### src/rtl/hazard_ctrl.sv
// Hazard detection and forwarding controller for a 5-stage RV32I pipeline.
// Tracks rd of the EX/MEM instructions, registers EX-stage forwarding selects, raises load-use stalls.
module hazard_ctrl #(
  parameter int REG_AW = 5,
  parameter int CNT_W  = 16
) (
  input  logic              i_clk,
  input  logic              i_rst_n,
  input  logic              i_id_valid,
  input  logic [REG_AW-1:0] i_id_rs1,
  input  logic [REG_AW-1:0] i_id_rs2,
  input  logic              i_id_use_rs1,
  input  logic              i_id_use_rs2,
  input  logic [REG_AW-1:0] i_id_rd,
  input  logic              i_id_wen,
  input  logic              i_id_load,
  input  logic              i_flush,
  input  logic              i_mem_stall,
  output logic              o_stall,
  output logic              o_bubble,
  output logic              o_frwd_alu_op1,
  output logic              o_frwd_mem_alu_op1,
  output logic              o_frwd_mem_op1,
  output logic              o_frwd_alu_op2,
  output logic              o_frwd_mem_alu_op2,
  output logic              o_frwd_mem_op2,
  output logic [CNT_W-1:0]  o_stall_cnt,
  output logic [CNT_W-1:0]  o_flush_cnt
);

  typedef struct packed {
    logic              valid;
    logic [REG_AW-1:0] rd;
    logic              wen;
    logic              load;
  } slot_t;

  slot_t            ex_q, ex_d, mem_q;
  logic [2:0]       op1_sel_q, op1_sel_d, op2_sel_q, op2_sel_d;
  logic [CNT_W-1:0] stall_cnt_q, flush_cnt_q;

  logic ex_hit1, ex_hit2, mem_hit1, mem_hit2, load_use, kill;

  function automatic logic slot_hit(input slot_t s, input logic [REG_AW-1:0] src,
                                    input logic use_src);
    return s.valid && s.wen && use_src && (src != '0) && (s.rd == src);
  endfunction

  // Select encoding per operand: {from EX ALU, from MEM ALU, from MEM read data}.
  function automatic logic [2:0] pick_sel(input logic d1, input logic d1_load,
                                          input logic d2, input logic d2_load);
    logic [2:0] sel;
    sel = 3'b000;
    if (d1 && !d1_load)       sel = 3'b100;
    else if (!d1 && d2)       sel = d2_load ? 3'b001 : 3'b010;
    return sel;
  endfunction

  // NOTE: every always_comb output gets a default first so no path leaves it unassigned (no latch).
  always_comb begin
    ex_hit1  = slot_hit(ex_q,  i_id_rs1, i_id_use_rs1);
    ex_hit2  = slot_hit(ex_q,  i_id_rs2, i_id_use_rs2);
    mem_hit1 = slot_hit(mem_q, i_id_rs1, i_id_use_rs1);
    mem_hit2 = slot_hit(mem_q, i_id_rs2, i_id_use_rs2);

    load_use = i_id_valid && ex_q.load && (ex_hit1 || ex_hit2);
    o_bubble = load_use && !i_flush && !i_mem_stall;
    o_stall  = i_mem_stall || (load_use && !i_flush);
    kill     = o_bubble || i_flush;

    ex_d       = '0;
    op1_sel_d  = '0;
    op2_sel_d  = '0;
    if (!kill) begin
      ex_d.valid = i_id_valid;
      ex_d.rd    = i_id_rd;
      ex_d.wen   = i_id_wen;
      ex_d.load  = i_id_load;
      if (i_id_valid) begin
        op1_sel_d = pick_sel(ex_hit1, ex_q.load, mem_hit1, mem_q.load);
        op2_sel_d = pick_sel(ex_hit2, ex_q.load, mem_hit2, mem_q.load);
      end
    end
  end

  // NOTE: sequential state uses non-blocking assignments so all registers see pre-edge values.
  always_ff @(posedge i_clk or negedge i_rst_n) begin
    if (!i_rst_n) begin
      ex_q        <= '0;
      mem_q       <= '0;
      op1_sel_q   <= '0;
      op2_sel_q   <= '0;
      stall_cnt_q <= '0;
      flush_cnt_q <= '0;
    end else if (!i_mem_stall) begin
      mem_q     <= ex_q;
      ex_q      <= ex_d;
      op1_sel_q <= op1_sel_d;
      op2_sel_q <= op2_sel_d;
      if (o_bubble && (stall_cnt_q != '1)) stall_cnt_q <= stall_cnt_q + CNT_W'(1);
      if (i_flush  && (flush_cnt_q != '1)) flush_cnt_q <= flush_cnt_q + CNT_W'(1);
    end
  end

  assign {o_frwd_alu_op1, o_frwd_mem_alu_op1, o_frwd_mem_op1} = op1_sel_q;
  assign {o_frwd_alu_op2, o_frwd_mem_alu_op2, o_frwd_mem_op2} = op2_sel_q;
  assign o_stall_cnt = stall_cnt_q;
  assign o_flush_cnt = flush_cnt_q;

endmodule

### config.mk
export PLATFORM = sky130hd
export DESIGN_NAME = hazard_ctrl
export DESIGN_NICKNAME = d
export VERILOG_FILES = /design/src/rtl/hazard_ctrl.sv
export SDC_FILE = /design/constraint.sdc
export NUM_CORES = 1
export LEC_CHECK = 0
export CAP_MARGIN = 20
export CORE_MARGIN = 2
export CORE_UTILIZATION = 50
export CTS_CLUSTER_SIZE = 28
export DETAILED_ROUTE_END_ITERATION = 6
export GPL_ROUTABILITY_DRIVEN = 1
export PLACE_DENSITY_LB_ADDON = 0.25
export SYNTH_ARGS = -nofsm -noshare
export SYNTH_HDL_FRONTEND = slang
export SYNTH_SLANG_ARGS = --single-unit
### constraint.sdc
create_clock -name i_clk -period 2.25 [get_ports i_clk]
set_input_delay 0.3375 -clock i_clk [delete_from_list [all_inputs] [get_ports i_clk]]
set_output_delay 0.3375 -clock i_clk [all_outputs]
set_load 0.005 [all_outputs]
# After elaboration in Yosys (flattened, before gate mapping)
# Index checks and enable logic that the tools add are counted.
[totals]
register_bits = 54
out_inout_bits = 40
elab_cells = 67
[op_classes]
n_addsub = 2
n_eq_ne = 6
muxes = 10
bitwise = 1
reduce_logical = 36
[op_table]
columns = ["op", "n"]
rows = [
  ["16-bit by 1-bit adder with 16-bit output (second input constant)", 2],
  ["16-bit inequality test (second input constant)", 2],
  ["1-bit logical AND", 24],
  ["5-bit equality test", 4],
  ["3-bit two-way mux", 6],
  ["5-bit nonzero test", 2],
  ["8-bit two-way mux", 1],
  ["2-bit two-way mux", 3],
  ["1-bit logical NOT", 5],
  ["2-bit AND reduction", 2],
  ["1-bit logical OR", 3],
  ["1-bit inverter", 1],
]

# Logic depth before layout (Yosys ltp)
[logic_depth]
depth_word = 10
mapped_depth = 8
depth_no_buf = 7

# Worst setup path before layout
# Ideal clock, no wire load.
[synth_path]
path_kind = "input to output"
startpoint = "input port i_id_rs2[0]"
endpoint = "output port o_stall"
arrival_time_ns = 1.523
required_time_ns = 1.913
slack_ns = 0.389
stages = 6
cell_sequence = "or4_1 o21ai_2 nor3_2 or2_1 nand2_1 o21bai_1"
[synth_via]
elab_chain_len = 7
elab_cells_between_ends = 8
[synth_lines]
columns = ["item", "line_no", "source"]
rows = [
  ["from (decl)", "11", "input logic [REG_AW-1:0] i_id_rs2,"],
  ["5-bit nonzero test", "46", "return s.valid && s.wen && use_src && (src != '0) && (s.rd == src);"],
  ["1-bit logical AND", "46", ""],
  ["1-bit logical AND (*)", "46", ""],
  ["1-bit logical OR (*)", "66", "load_use = i_id_valid && ex_q.load && (ex_hit1 || ex_hit2);"],
  ["1-bit logical AND (*)", "66", ""],
  ["1-bit logical AND (*)", "68", "o_stall = i_mem_stall || (load_use && !i_flush);"],
  ["1-bit logical OR (*)", "68", ""],
  ["to (decl)", "19", "output logic o_stall,"],
]
# Mark *: on every way between the ends. The rest lies on a longest branch, timed or not.

# Final worst setup path
[layout_path]
startpoint = "input port i_id_rs1[0]"
endpoint = "output port o_stall"
[layout_via]
elab_chain_len = 7
elab_cells_between_ends = 8
[layout_lines]
columns = ["item", "line_no", "source"]
rows = [
  ["from (decl)", "10", "input logic [REG_AW-1:0] i_id_rs1,"],
  ["5-bit nonzero test", "46", ""],
  ["1-bit logical AND", "46", ""],
  ["1-bit logical AND (*)", "46", ""],
  ["1-bit logical OR (*)", "66", ""],
  ["1-bit logical AND (*)", "66", ""],
  ["1-bit logical AND (*)", "68", ""],
  ["1-bit logical OR (*)", "68", ""],
]
# Marks and branches as above.

==> reports/qor.txt <==
Endpoints failing setup = 0
Rows = 26
Pin count of the biggest net entering global routing = 55
Post-layout util = 75.0%
Pint = 0.00156 W
Die Span X = 77.3 µm
Post-Synth Adder-Cell Area = 0.932%
WP data required = 1.91 ns
Seq pwr share = 54.4%
Num CTS Buffers = 5
Layout filler cell count = 376
PD cells = 554 mW/mm²
Largest family of logic cells by synthesized area = simple AND/OR/NAND/NOR gates
Comb pwr share = 19.2%
H-tree Lvls = 2
Slew @ Worst Pin = 0.406 ns
CTS tree = done
PnR Total Power = 0.00214 W
GRT Max-Usage Layer = met2
Synthesis Warnings = 0
Synth unique cells = 42
NetSw = 0.000578 W
Clk sink count = 54
Antenna viol nets, final = 0
Area delta synth->final = 43.5%
Fin. Hold Viols = 0
Initial antenna violation count = 0
NumNets Final = 370
Number of max-cap violations = 0
CP Max Fanout = 2
FFs w/ async S/R, synth = 100%
Synth area leader = dfrtp_1
Final WL = 6530 µm
Minimum clock period = 2.22 ns
Vias in the first global route = 2,247
CP endpoint kind = primary output
Status = finished, final reports clean
Fraction of synthesized area in multiplexers = 4.19%
CP Class = input port to primary output
Synth Register Bits = 54
Crit path cell chain = dlygate4sd2_1, or4_4, o21ai_4, nor3_2, or2_1, nand2_1, o21bai_1, buf_2
Post-synth EDFFs = 0
Critical Path AT = 1.89 ns
Final Slew Violations = 0
Die Footprint = 0.00598 mm²
Cell count after synthesis = 239
Vias = 2,190
Slowest CP cell = or4_4
Clk slew on worst S/H paths = 0.09 ns
Compound-cell area share of the yosys netlist = 7.87%
Initial Util = 52.3%
Placer Congestion = 0.912
IO Pins = 64
Port Buffers = 63
Synthesized Nets = 265
Peak VDD IR = 0.506 mV
Xor/xnor share of the synthesized area = 16.0%
Clock Path Buffers = 2
Die Height = 77.3 µm
Post-DP HPWL = 4420 µm
Met1 GRT Util = 29.0%
Share of layout cells above drive strength 1 = 25.5%
Seq/Total Area, Yosys = 50.3%
Slowest stage delay, CP = 0.53 ns
Hold WC Path Type = input port to async pin
Core region area = 0.00514 mm²
Diode count = 0
Synth top area share = 50.3%
Synth cell count leaders = 54 x dfrtp_1, 33 x xnor2_1, 23 x nand2_1
WL per Instance = 15.7 µm
Area share of and/or/nand/nor cells after synthesis = 19.4%
Fmax achieved = 0.450 GHz
Slew margin rel. = 72.8%
Root Driver = clkbuf_8
Syn Std Cell Area = 0.00269 mm²
DR pass1 iterations = 4
Routed vias/inst = 5.28
Met2 usage = 39.9%
CTS Hold Bufs = 0
Total gr overflow = 0
Clock power share = 26.4%
DR iter-0 viols = 92
Dominant cells by area after synthesis = dfrtp_1 50%, xnor2_1 11%, xor2_1 5.2%
All-Layer GR Usage = 23.0%
Setup Skew = 0.00383 ns
Drt drc = 0
First-pass GRT wire length = 10,900 µm
Dominant synthesized flop cell = dfrtp_1
Period utilization = 98.9%
Sw Ratio = 27.1%
Grt met3 use = 4.24%
Avg Synthesized Cell Area = 11.2 µm²
Leak = 1.67 nW
CP startpoint kind = input port
Worst-skew pair later-pin latency = 0.30 ns
Most common cell in the netlist = dfrtp_1
[registers in the layout (all words and copies together), names as in the netlist]
signal / cells
ex_q: 8
mem_q: 8
o_flush_cnt: 16
o_stall_cnt: 16
op1_sel_q: 3
op2_sel_q: 3
[kinds of logic (layout without fill, tap and decap cells)]
kind of cell               count (synthesis)  after routing
buffers and inverters                      7            113
AOI/OAI and AO/OA                         23             23
muxes                                     10             10
xor gates and xnor gates                  49             49
DFF                                       54             54
and+or+nand+nor                           94             94
adders and majority gates                  2              2
[stage by stage]
stage / setup TNS [ns] / worst slack (ns) / cell area, µm² / hold WS, ns / std cells
floorplan: 0 / 0.389 / 2690 / 0.0419 / 239
global placement: -3.10 / -0.447 / 3570 / 0.354 / 392
detailed placement: -4.21 / -0.493 / 3570 / 0.357 / 392
CTS: -0.0130 / -0.0130 / 3800 / 0.0286 / 411
global route: -0.0627 / -0.0422 / 3860 / 0.0359 / 415
finish: 0 / 0.0256 / 3860 / 0.00843 / 415
[layout by cell type, fill, tap and decap left out, drive strengths merged, types with 2 or more instances in the layout]
| cell type | n |
|---|---|
| nor4 | 4 |
| buf | 42 |
| mux2 | 10 |
| clkdlybuf4s15 | 2 |
| nor3 | 6 |
| a211o | 2 |
| a22o | 4 |
| o31ai | 4 |
| dlygate4sd2 | 8 |
| nand3b | 2 |
| dfrtp | 54 |
| nor2 | 16 |
| nand2 | 23 |
| and4 | 2 |
| inv | 2 |
| xnor2 | 33 |
| clkdlybuf4s50 | 50 |
| xor2 | 16 |
| clkbuf | 8 |
| nor3b | 2 |
| nand2b | 2 |
| ha | 2 |
| or4 | 2 |
| nand4 | 10 |
| o21ai | 3 |
| and3 | 3 |
| nand3 | 19 |
| a32o | 6 |
[power groups by stage]
| stage | Clock, W | Combinational (W) | Sequential (W) |
|---|---|---|---|
| after detailed placement | 0 | 0.000386 | 0.00117 |
| after global placement | 0 | 0.000379 | 0.00117 |
| final | 0.000564 | 0.000410 | 0.00116 |
| after global routing | 0.000610 | 0.000447 | 0.00118 |
| after floorplan | 0 | 0.000164 | 0.00115 |
| after CTS | 0.000569 | 0.000400 | 0.00116 |
[path summary, 6_finish.rpt]
path                                               start                        to  slack (ns)  depth (start not counted)
worst max-delay path                         i_id_rs1[0]                   o_stall        0.03                          8
worst min-delay path                             i_rst_n      mem_q[6]$_DFFE_PN0N_       0.008                          2
max in group asynchronous                        i_rst_n       ex_q[2]$_DFFE_PN0N_        1.98                          2
worst max register to register       ex_q[6]$_DFFE_PN0N_       ex_q[7]$_DFFE_PN0N_        0.06                         12
min in group i_clk              op2_sel_q[1]$_DFFE_PN0N_  op2_sel_q[1]$_DFFE_PN0N_        0.49                          2
worst min register to register  op2_sel_q[1]$_DFFE_PN0N_  op2_sel_q[1]$_DFFE_PN0N_        0.49                          2
[layer usage]
layer | vias up | routed length (µm) | part of all wire, %
met5 | - | 0 | 0
li1 | 1062 | - | -
met2 | 52 | 3380 | 52
met1 | 1066 | 2800 | 43
met4 | 0 | 94 | 1.4
met3 | 10 | 259 | 4.0
[critical path, delay by kind of cell]
family	cells	cell delay, ns
buffers and inverters	2	0.38
AND/OR/NAND/NOR	4	0.94
AO/OA/AOI/OAI	2	0.23
[layout make-up]
| type | count | area [µm²] | share of cell area, % |
|---|---|---|---|
| multi-input cells | 178 | 1370 | 35.6 |
| well taps | 70 | 87.6 | 2.27 |
| flip-flops and latches | 54 | 1360 | 35.2 |
| clock inverters | 1 | 5.00 | 0.130 |
| repair buffers | 103 | 941 | 24.4 |
| inverters | 2 | 7.51 | 0.195 |
| clock buffers | 7 | 86.3 | 2.24 |
[what timing repair did]
item,4_1_cts,5_1_grt
gates resized for setup,33,9
pin swaps,13,11
setup buffers,12,5
setup endpoints to repair,2,3
cloned,0,0
Power figures use the tool's default switching activity.
